## src/rtl/uart_pkg.sv

```systemverilog
// Shared constants for the UART peripheral: register map, CTRL/STAT bit positions and FSM states.
package uart_pkg;
    localparam logic [7:0] ADDR_CTRL   = 8'h00;
    localparam logic [7:0] ADDR_STAT   = 8'h04;
    localparam logic [7:0] ADDR_DIV    = 8'h08;
    localparam logic [7:0] ADDR_TXDATA = 8'h0c;
    localparam logic [7:0] ADDR_RXDATA = 8'h10;
    localparam logic [7:0] ADDR_LEVEL  = 8'h14;

    localparam int CTRL_TX_EN   = 0;
    localparam int CTRL_RX_EN   = 1;
    localparam int CTRL_PAR_EN  = 2;
    localparam int CTRL_PAR_ODD = 3;
    localparam int CTRL_STOP2   = 4;
    localparam int CTRL_IRQ_RX  = 5;
    localparam int CTRL_IRQ_TXE = 6;

    localparam int STAT_TX_BUSY   = 0;
    localparam int STAT_RX_NEMPTY = 1;
    localparam int STAT_TX_FULL   = 2;
    localparam int STAT_RX_OVR    = 3;
    localparam int STAT_PAR_ERR   = 4;
    localparam int STAT_FRAME_ERR = 5;
    localparam int STAT_TX_OVF    = 6;

    typedef enum logic [2:0] {TX_IDLE, TX_START, TX_DATA, TX_PARITY, TX_STOP} tx_state_e;
    typedef enum logic [2:0] {RX_IDLE, RX_START, RX_DATA, RX_PARITY, RX_STOP} rx_state_e;
endpackage

```

## src/rtl/uart_fifo_ctrl_if.sv

```systemverilog
// Peripheral bus between the core and the UART: strobes, byte address, 32-bit write/read data.
interface uart_fifo_ctrl_if;
    logic        configure;
    logic        read;
    logic [31:0] addr;
    logic [31:0] data_in;
    logic [31:0] data_out;

    modport master (output configure, read, addr, data_in, input data_out);
    modport slave  (input configure, read, addr, data_in, output data_out);
endinterface

```

## src/rtl/uart_sync_fifo.sv

```systemverilog
// Synchronous FIFO with wrap-bit pointers; a push into a full FIFO is accepted only alongside a pop.
module uart_sync_fifo #(
    parameter int WIDTH = 8,
    parameter int DEPTH = 16
) (
    input  logic                     clk,
    input  logic                     rst,
    input  logic                     push_i,
    input  logic                     pop_i,
    input  logic [WIDTH-1:0]         din_i,
    output logic [WIDTH-1:0]         dout_o,
    output logic                     full_o,
    output logic                     empty_o,
    output logic [$clog2(DEPTH):0]   count_o
);
    localparam int AW = $clog2(DEPTH);
    localparam int CW = AW + 1;

    logic [WIDTH-1:0] mem_q [DEPTH];
    logic [CW-1:0]    wr_ptr_q;
    logic [CW-1:0]    rd_ptr_q;
    logic             do_push;
    logic             do_pop;

    assign count_o = wr_ptr_q - rd_ptr_q;
    assign empty_o = (wr_ptr_q == rd_ptr_q);
    assign full_o  = (count_o == CW'(DEPTH));
    assign do_pop  = pop_i && !empty_o;
    assign do_push = push_i && (!full_o || do_pop);
    assign dout_o  = mem_q[rd_ptr_q[AW-1:0]];

    always_ff @(posedge clk or posedge rst) begin
        if (rst) begin
            wr_ptr_q <= '0;
            rd_ptr_q <= '0;
        end else begin
            if (do_push) wr_ptr_q <= wr_ptr_q + CW'(1);
            if (do_pop)  rd_ptr_q <= rd_ptr_q + CW'(1);
        end
    end

    always_ff @(posedge clk) begin
        if (do_push) mem_q[wr_ptr_q[AW-1:0]] <= din_i;
    end
endmodule

```

## src/rtl/uart_fifo_ctrl.sv

```systemverilog
// Memory-mapped UART: registered bus stage, CTRL/STAT/DIV registers, TX/RX FIFOs and bit-level FSMs.
//  state  | meaning
//  IDLE   | line idle (TX holds 1; RX waits for a falling edge)
//  START  | start bit (RX re-checks it at half a bit to reject glitches)
//  DATA   | 8 data bits, LSB first
//  PARITY | optional parity bit
//  STOP   | stop bit(s); TX chains straight into the next START when more data is queued
module uart_fifo_ctrl
    import uart_pkg::*;
#(
    parameter int          TX_DEPTH    = 16,
    parameter int          RX_DEPTH    = 16,
    parameter int          DIV_WIDTH   = 16,
    parameter int unsigned DEFAULT_DIV = 434
) (
    input  logic             clk,
    input  logic             rst,
    uart_fifo_ctrl_if.slave  bus,
    output logic             irq_o,
    output logic             tx_o,
    input  logic             rx_i
);
    localparam int TCW = $clog2(TX_DEPTH) + 1;
    localparam int RCW = $clog2(RX_DEPTH) + 1;
    localparam logic [DIV_WIDTH-1:0] ONE = DIV_WIDTH'(1);

    logic                 cfg_q, rd_q;
    logic [7:0]           addr_q;
    logic [31:0]          wdata_q;
    logic [6:0]           ctrl_q;
    logic [DIV_WIDTH-1:0] div_q, div_eff;
    logic                 rx_overrun_q, par_err_q, frame_err_q, tx_overflow_q, irq_q;
    logic [3:0]           w1c;
    logic [6:0]           stat;
    logic                 unused_bits;

    logic                 tx_push, tx_pop, tx_full, tx_empty, tx_busy;
    logic [7:0]           tx_dout;
    logic [TCW-1:0]       tx_count;
    logic                 rx_push, rx_pop, rx_full, rx_empty;
    logic [7:0]           rx_dout;
    logic [RCW-1:0]       rx_count;

    tx_state_e            tx_state_q;
    logic [DIV_WIDTH-1:0] tx_cnt_q, tx_div_q;
    logic [2:0]           tx_bit_q;
    logic [7:0]           tx_shift_q;
    logic                 tx_par_q, tx_par_en_q, tx_stop2_q, tx_stop_left_q, tx_q;
    logic                 tx_tc, tx_frame_end;

    rx_state_e            rx_state_q;
    logic [DIV_WIDTH-1:0] rx_cnt_q, rx_div_q;
    logic [2:0]           rx_bit_q;
    logic [7:0]           rx_shift_q;
    logic                 rx_s1_q, rx_s2_q, rx_prev_q;
    logic                 rx_par_en_q, rx_par_odd_q, rx_par_bad_q, rx_tc;

    assign unused_bits = ^{bus.addr[31:8], wdata_q};

    always_ff @(posedge clk or posedge rst) begin
        if (rst) begin
            cfg_q   <= 1'b0;
            rd_q    <= 1'b0;
            addr_q  <= '0;
            wdata_q <= '0;
        end else begin
            cfg_q   <= bus.configure;
            rd_q    <= bus.read;
            addr_q  <= bus.addr[7:0];
            wdata_q <= bus.data_in;
        end
    end

    assign tx_push = cfg_q && (addr_q == ADDR_TXDATA);
    assign rx_pop  = rd_q && (addr_q == ADDR_RXDATA);
    assign w1c     = (cfg_q && addr_q == ADDR_STAT) ? wdata_q[6:3] : 4'b0;
    assign div_eff = (div_q < DIV_WIDTH'(4)) ? DIV_WIDTH'(4) : div_q;
    assign tx_busy = (tx_state_q != TX_IDLE) || !tx_empty;
    assign stat    = {tx_overflow_q, frame_err_q, par_err_q, rx_overrun_q, tx_full, !rx_empty, tx_busy};

    always_ff @(posedge clk or posedge rst) begin
        if (rst) begin
            ctrl_q        <= '0;
            div_q         <= DIV_WIDTH'(DEFAULT_DIV);
            rx_overrun_q  <= 1'b0;
            par_err_q     <= 1'b0;
            frame_err_q   <= 1'b0;
            tx_overflow_q <= 1'b0;
            irq_q         <= 1'b0;
        end else begin
            if (cfg_q && addr_q == ADDR_CTRL) ctrl_q <= wdata_q[6:0];
            if (cfg_q && addr_q == ADDR_DIV)  div_q  <= wdata_q[DIV_WIDTH-1:0];
            // hardware set wins over a same-cycle write-1-to-clear
            rx_overrun_q  <= (rx_overrun_q  && !w1c[0]) || (rx_push && rx_full && !rx_pop);
            par_err_q     <= (par_err_q     && !w1c[1]) || (rx_push && rx_par_bad_q);
            frame_err_q   <= (frame_err_q   && !w1c[2]) || (rx_push && !rx_s2_q);
            tx_overflow_q <= (tx_overflow_q && !w1c[3]) || (tx_push && tx_full && !tx_pop);
            irq_q <= (ctrl_q[CTRL_IRQ_RX] && !rx_empty) || (ctrl_q[CTRL_IRQ_TXE] && !tx_busy)
                     || (|stat[STAT_TX_OVF:STAT_RX_OVR]);
        end
    end

    always_comb begin
        bus.data_out = '0;
        case (addr_q)
            ADDR_CTRL:   bus.data_out = {25'b0, ctrl_q};
            ADDR_STAT:   bus.data_out = {25'b0, stat};
            ADDR_DIV:    bus.data_out = 32'(div_q);
            ADDR_RXDATA: if (!rx_empty) bus.data_out = {24'b0, rx_dout};
            ADDR_LEVEL:  bus.data_out = {16'(rx_count), 16'(tx_count)};
            default:     bus.data_out = '0;
        endcase
    end

    uart_sync_fifo #(.WIDTH(8), .DEPTH(TX_DEPTH)) u_tx_fifo (
        .clk(clk), .rst(rst), .push_i(tx_push), .pop_i(tx_pop), .din_i(wdata_q[7:0]),
        .dout_o(tx_dout), .full_o(tx_full), .empty_o(tx_empty), .count_o(tx_count)
    );

    uart_sync_fifo #(.WIDTH(8), .DEPTH(RX_DEPTH)) u_rx_fifo (
        .clk(clk), .rst(rst), .push_i(rx_push), .pop_i(rx_pop), .din_i(rx_shift_q),
        .dout_o(rx_dout), .full_o(rx_full), .empty_o(rx_empty), .count_o(rx_count)
    );

    assign tx_tc        = (tx_cnt_q == '0);
    assign tx_frame_end = (tx_state_q == TX_STOP) && tx_tc && !tx_stop_left_q;
    assign tx_pop       = ctrl_q[CTRL_TX_EN] && !tx_empty && ((tx_state_q == TX_IDLE) || tx_frame_end);

    always_ff @(posedge clk or posedge rst) begin
        if (rst) begin
            tx_state_q     <= TX_IDLE;
            tx_cnt_q       <= '0;
            tx_div_q       <= '0;
            tx_bit_q       <= '0;
            tx_shift_q     <= '0;
            tx_par_q       <= 1'b0;
            tx_par_en_q    <= 1'b0;
            tx_stop2_q     <= 1'b0;
            tx_stop_left_q <= 1'b0;
            tx_q           <= 1'b1;
        end else if (tx_pop) begin
            tx_state_q  <= TX_START;
            tx_q        <= 1'b0;
            tx_cnt_q    <= div_eff - ONE;
            tx_div_q    <= div_eff;
            tx_shift_q  <= tx_dout;
            tx_par_q    <= (^tx_dout) ^ ctrl_q[CTRL_PAR_ODD];
            tx_par_en_q <= ctrl_q[CTRL_PAR_EN];
            tx_stop2_q  <= ctrl_q[CTRL_STOP2];
        end else if (!tx_tc) begin
            tx_cnt_q <= tx_cnt_q - ONE;
        end else begin
            tx_cnt_q <= tx_div_q - ONE;
            case (tx_state_q)
                TX_START: begin
                    tx_state_q <= TX_DATA;
                    tx_q       <= tx_shift_q[0];
                    tx_bit_q   <= 3'd7;
                end
                TX_DATA: begin
                    if (tx_bit_q == 3'd0) begin
                        tx_state_q     <= tx_par_en_q ? TX_PARITY : TX_STOP;
                        tx_q           <= tx_par_en_q ? tx_par_q : 1'b1;
                        tx_stop_left_q <= tx_stop2_q;
                    end else begin
                        tx_shift_q <= tx_shift_q >> 1;
                        tx_q       <= tx_shift_q[1];
                        tx_bit_q   <= tx_bit_q - 3'd1;
                    end
                end
                TX_PARITY: begin
                    tx_state_q     <= TX_STOP;
                    tx_q           <= 1'b1;
                    tx_stop_left_q <= tx_stop2_q;
                end
                TX_STOP: begin
                    if (tx_stop_left_q) begin
                        tx_stop_left_q <= 1'b0;
                    end else begin
                        tx_state_q <= TX_IDLE;
                        tx_cnt_q   <= '0;
                    end
                end
                default: begin
                    tx_state_q <= TX_IDLE;
                    tx_q       <= 1'b1;
                    tx_cnt_q   <= '0;
                end
            endcase
        end
    end

    assign rx_tc   = (rx_cnt_q == '0);
    assign rx_push = (rx_state_q == RX_STOP) && rx_tc && ctrl_q[CTRL_RX_EN];

    always_ff @(posedge clk or posedge rst) begin
        if (rst) begin
            rx_s1_q      <= 1'b1;
            rx_s2_q      <= 1'b1;
            rx_prev_q    <= 1'b1;
            rx_state_q   <= RX_IDLE;
            rx_cnt_q     <= '0;
            rx_div_q     <= '0;
            rx_bit_q     <= '0;
            rx_shift_q   <= '0;
            rx_par_en_q  <= 1'b0;
            rx_par_odd_q <= 1'b0;
            rx_par_bad_q <= 1'b0;
        end else begin
            rx_s1_q   <= rx_i;
            rx_s2_q   <= rx_s1_q;
            rx_prev_q <= rx_s2_q;
            if (!ctrl_q[CTRL_RX_EN]) begin
                rx_state_q <= RX_IDLE;
                rx_cnt_q   <= '0;
            end else if (rx_state_q == RX_IDLE) begin
                if (rx_prev_q && !rx_s2_q) begin
                    rx_state_q   <= RX_START;
                    rx_cnt_q     <= (div_eff >> 1) - ONE;
                    rx_div_q     <= div_eff;
                    rx_par_en_q  <= ctrl_q[CTRL_PAR_EN];
                    rx_par_odd_q <= ctrl_q[CTRL_PAR_ODD];
                    rx_par_bad_q <= 1'b0;
                end
            end else if (!rx_tc) begin
                rx_cnt_q <= rx_cnt_q - ONE;
            end else begin
                rx_cnt_q <= rx_div_q - ONE;
                case (rx_state_q)
                    RX_START: begin
                        if (rx_s2_q) begin
                            rx_state_q <= RX_IDLE;
                            rx_cnt_q   <= '0;
                        end else begin
                            rx_state_q <= RX_DATA;
                            rx_bit_q   <= 3'd7;
                        end
                    end
                    RX_DATA: begin
                        rx_shift_q <= {rx_s2_q, rx_shift_q[7:1]};
                        if (rx_bit_q == 3'd0) rx_state_q <= rx_par_en_q ? RX_PARITY : RX_STOP;
                        else                  rx_bit_q   <= rx_bit_q - 3'd1;
                    end
                    RX_PARITY: begin
                        rx_par_bad_q <= rx_s2_q != ((^rx_shift_q) ^ rx_par_odd_q);
                        rx_state_q   <= RX_STOP;
                    end
                    default: begin
                        rx_state_q <= RX_IDLE;
                        rx_cnt_q   <= '0;
                    end
                endcase
            end
        end
    end

    assign tx_o  = tx_q;
    assign irq_o = irq_q;
endmodule

```

## src/flat_wrapper.sv

```systemverilog
// flat-port wrapper written by rule: the top's interface ports become plain ports
module uart_fifo_ctrl_flat import uart_pkg::*;
#(
    parameter int          TX_DEPTH    = 16,
    parameter int          RX_DEPTH    = 16,
    parameter int          DIV_WIDTH   = 16,
    parameter int unsigned DEFAULT_DIV = 434
)
  (clk, rst, irq_o, tx_o, rx_i, bus_configure, bus_read, bus_addr, bus_data_in, bus_data_out);
  uart_fifo_ctrl_if bus_i ();
  input  logic clk;
  input  logic rst;
  output logic irq_o;
  output logic tx_o;
  input  logic rx_i;
  input wire logic [$bits(bus_i.configure)-1:0] bus_configure;
  input wire logic [$bits(bus_i.read)-1:0] bus_read;
  input wire logic [$bits(bus_i.addr)-1:0] bus_addr;
  input wire logic [$bits(bus_i.data_in)-1:0] bus_data_in;
  output wire logic [$bits(bus_i.data_out)-1:0] bus_data_out;
  assign bus_i.configure = bus_configure;
  assign bus_i.read = bus_read;
  assign bus_i.addr = bus_addr;
  assign bus_i.data_in = bus_data_in;
  assign bus_data_out = bus_i.data_out;
  uart_fifo_ctrl #(.TX_DEPTH(TX_DEPTH), .RX_DEPTH(RX_DEPTH), .DIV_WIDTH(DIV_WIDTH), .DEFAULT_DIV(DEFAULT_DIV)) u_core (.clk(clk), .rst(rst), .bus(bus_i), .irq_o(irq_o), .tx_o(tx_o), .rx_i(rx_i));
endmodule
```

## config.mk

```make
export PLATFORM = sky130hd
export DESIGN_NAME = uart_fifo_ctrl_flat
export DESIGN_NICKNAME = d
export VERILOG_FILES = /design/src/rtl/uart_pkg.sv /design/src/rtl/uart_fifo_ctrl_if.sv /design/src/rtl/uart_sync_fifo.sv /design/src/rtl/uart_fifo_ctrl.sv /design/src/flat_wrapper.sv
export SDC_FILE = /design/constraint.sdc
export NUM_CORES = 1
export LEC_CHECK = 0
export BUFFER_PORTS_ARGS = -buffer_cell sky130_fd_sc_hd__buf_2
export CAP_MARGIN = 20
export CORE_UTILIZATION = 48
export CTS_CLUSTER_DIAMETER = 200
export DETAILED_ROUTE_END_ITERATION = 6
export PLACE_DENSITY = 0.68
export SLEW_MARGIN = 20
export SYNTH_ARGS = -nofsm -noshare
export SYNTH_HDL_FRONTEND = slang
export SYNTH_SLANG_ARGS = --single-unit
```

## constraint.sdc

```tcl
create_clock -name clk -period 5.8 [get_ports clk]
set_input_delay 0.29 -clock clk [delete_from_list [all_inputs] [get_ports clk]]
set_output_delay 0.29 -clock clk [all_outputs]
set_load 0.05 [all_outputs]
```

==> qor.txt <==
Tmin final: 4420 ps
Post-synth cell types: 69
WL per Instance: 20.5 um
First-pass GRT wire length: 70,800 um
PwrDens: 325 nW/um^2
F_max: 226 MHz
Clock root cell: clkbuf_16
Initial Utilization: 48.8%
Post-route setup TNS: 0 ps
HP Class: reg -> reg
Via Count: 12,500
Cts bufs inserted: 45
Critical path startpoint category: flip-flop
GRT Total Usage: 22.0%
Post-Syn Area: 20,000 um^2
Pins Over Slew Limit: 0
Sw frac: 25.0%
R2R setup slack: 1720 ps
Critical path class: reg -> out
Endpoints failing setup: 0
Data required, critical path: 5510 ps
Peak supply drop: 302 uV
NetSw: 1.84 mW
Grt ovf: 0
Synth top area cells: edfxtp_1 (38%), dfrtp_1 (21%), mux4_2 (7.8%)
Total setup buffers inserted after CTS: 0
Syn_area_per_cell: 12.9 um^2
Clock power frac: 40.4%
Logic pwr share: 12.2%
Internal power: 5.51 mW
CTS tree: built
Die Span X: 206 um
Simple-gate share of the synthesized area: 12.0%
Max-cap violations: 0
Smallest hold slack: 356 ps
Tightest Pin Transition: 1070 ps
YS warnings: 0
Area fraction in compound gates after synthesis: 6.53%
P_leak: 8.57 nW
Status: finished, violations left
Vias in the first global route: 12,300
Clock Path Buffers: 3
WP data arrival: 4130 ps
Synth Instances: 1,550
Post-Synth Adder-Cell Area: 2.14%
Cell Rows: 74
Max transition margin: 28.1%
# placed instances: 2,071
Post-synthesis mux area share: 10.7%
Final wirelength: 44,800 um
H-tree levels: 2
Post-route non-filler standard cell count: 2,183
Initial antenna violation count: 1
Hpwl dp: 29,200 um
Post-synth top flop: edfxtp_1
Flops & latches, synth: 433
Filler Cell Count: 3,278
Area growth, synth to finish: 12.7%
Remaining antenna violation count: 0
Largest family of logic cells by synthesized area: simple AND/OR/NAND/NOR gates
Synth area leader: edfxtp_1
Final period util: 76.3%
Worst-path clk slew: 60 ps
Pin count of the biggest net entering global routing: 115
Setup crit end kind: output port
Top-area cell type share of the netlist area: 38.4%
Gpl congestion: 0.830
Port bufs: 51
Failing checks: DRC
DRC: 10
Post_cts resized: 0
Layout cells sized above 1: 16.5%
Vias per inst: 5.72
Sequential fraction of the synthesis area: 60.6%
Hold_buf cts: 28
Worst path slowest cell: a2111oi_0
Design Power: 7.34 mW
CP peak stage delay: 810 ps
Post-synth EDFFs: 256
DR iter-0 viols: 1,092
Nets@finish: 1,716
Core area: 41,000 um^2
RSZ-0062 raised after global routing: no
Setup Skew: 19.1 ps
Crit Path Max Fanout: 17
# clock sinks: 433
Antenna cells: 0
First-pass detailed-route iteration total: 7
Cell Chain, Critical Path: inv_1 > ha_1 > or3_1 > a2111oi_0 > a21oi_1 > nand2_1 > buf_2
Final hold vios: 0
IO Pins: 103
Die height: 206 um
Ys async rst share: 40.9%
Register share of total power: 47.4%
XOR/XNOR Fraction of Synth Area: 5.03%
Die area: 42,500 um^2
Clock Latency Late Sink: 580 ps
==> per-stage QoR <==
step | utilization (%) | cell area, um^2 | worst slack, ps
2_1_floorplan | - | 20100 | 723
3_3_place_gp | 50.6 | 20800 | 1820
3_5_place_dp | 50.6 | 20800 | 1750
4_1_cts | 55.0 | 22600 | 1340
5_1_grt | 55.0 | 22600 | 1090
6_report | 55.0 | 22600 | 1380
==> power by group through the flow <==
stage | clock network [mW] | registers (mW) | logic [mW]
2_1_floorplan | 0 | 3.50 | 0.704
3_3_place_gp | 0 | 3.53 | 0.862
3_5_place_dp | 0 | 3.54 | 0.873
4_1_cts | 3.02 | 3.48 | 0.895
5_1_grt | 3.13 | 3.50 | 0.998
6_report | 2.97 | 3.48 | 0.896
==> placed cells by master (no fill, tap or decap), types with 46 or more instances in the layout <==
cell / n
edfxtp_1: 256
nand2_1: 182
dfrtp_1: 166
nor2_1: 111
xnor2_1: 73
mux4_2: 69
nor3_1: 53
o21ai_0: 51
buf_2: 51
a21oi_1: 49
clkbuf_16: 46
==> flip-flops by register name (all words and copies together), names as in the netlist, 7 cells and up <==
register / flops
u_core.tx_cnt_q: 16
u_core.div_q: 16
u_core.addr_q: 8
u_core.u_tx_fifo.mem_q: 128
u_core.rx_div_q: 16
u_core.rx_shift_q: 8
u_core.u_rx_fifo.mem_q: 128
u_core.tx_shift_q: 8
u_core.tx_div_q: 16
u_core.rx_cnt_q: 16
u_core.ctrl_q: 7
u_core.wdata_q: 16
==> final cells by class <==
cell class              instances  area, um^2  area share (%)
clock inverters                24         293            1.30
multi-input cells             985        7350            32.6
flip-flops and latches        433       12100            53.7
well taps                     532         666            2.95
clock buffers                  60        1230            5.47
inverters                      46         180           0.798
repair buffers                103         716            3.17
==> worst max-delay path, delay by kind of cell (launching register included) <==
family	cells	cell delay (ps)
AO/OA/AOI/OAI	2	940
AND/OR/NAND/NOR	2	630
buffers and inverters	2	760
flip-flops	1	760
adder cells (fa/ha/maj)	1	450
==> cell families after synthesis <==
group,count (synthesis)
adders and majority gates,33
muxes,124
xor gates and xnor gates,115
and+or+nand+nor,502
buffers and inverters,142
AOI/OAI and AO/OA,200
other,1
DFF,433
==> synthesized netlist by cell type, types with 13 or more instances <==
library cell,count
a21oi_1,49
mux2i_1,24
mux2_2,31
nor2_1,112
or3_1,19
nor3_1,54
buf_4,13
nor2b_1,13
mux4_2,69
dfrtp_1,168
clkbuf_1,60
o211ai_1,15
or4_1,13
ha_1,31
inv_1,44
nand3_1,26
xnor2_1,73
nor4_1,16
xor2_1,42
edfxtp_1,256
o21ai_0,51
nand2_1,182
==> worst paths after layout <==
check                                                      to  cells past startpoint                          from
worst max-delay path                          bus_data_out[2]                      7  u_core.u_tx_fifo.rd_ptr_q[3]
worst min-delay path                           u_core.rx_s2_q                      0                u_core.rx_s1_q
worst max register to register  u_core.u_rx_fifo.mem_q[10][1]                     10  u_core.u_rx_fifo.rd_ptr_q[1]
worst min register to register                 u_core.rx_s2_q                      0                u_core.rx_s1_q
max in group asynchronous        u_core.u_tx_fifo.rd_ptr_q[1]                      4                           rst
min in group asynchronous                  u_core.rx_cnt_q[5]                      3                           rst
==> layer usage <==
layer / global-route usage [%] / wire, um / up-vias
met4: 6.83 / 1040 / 2
met2: 33.9 / 20900 / 378
li1: - / - / 5798
met5: 0 / 8 / -
met1: 31.9 / 19700 / 6240
met3: 3.94 / 3070 / 64
Note: power is estimated with default switching activity, not from simulation.
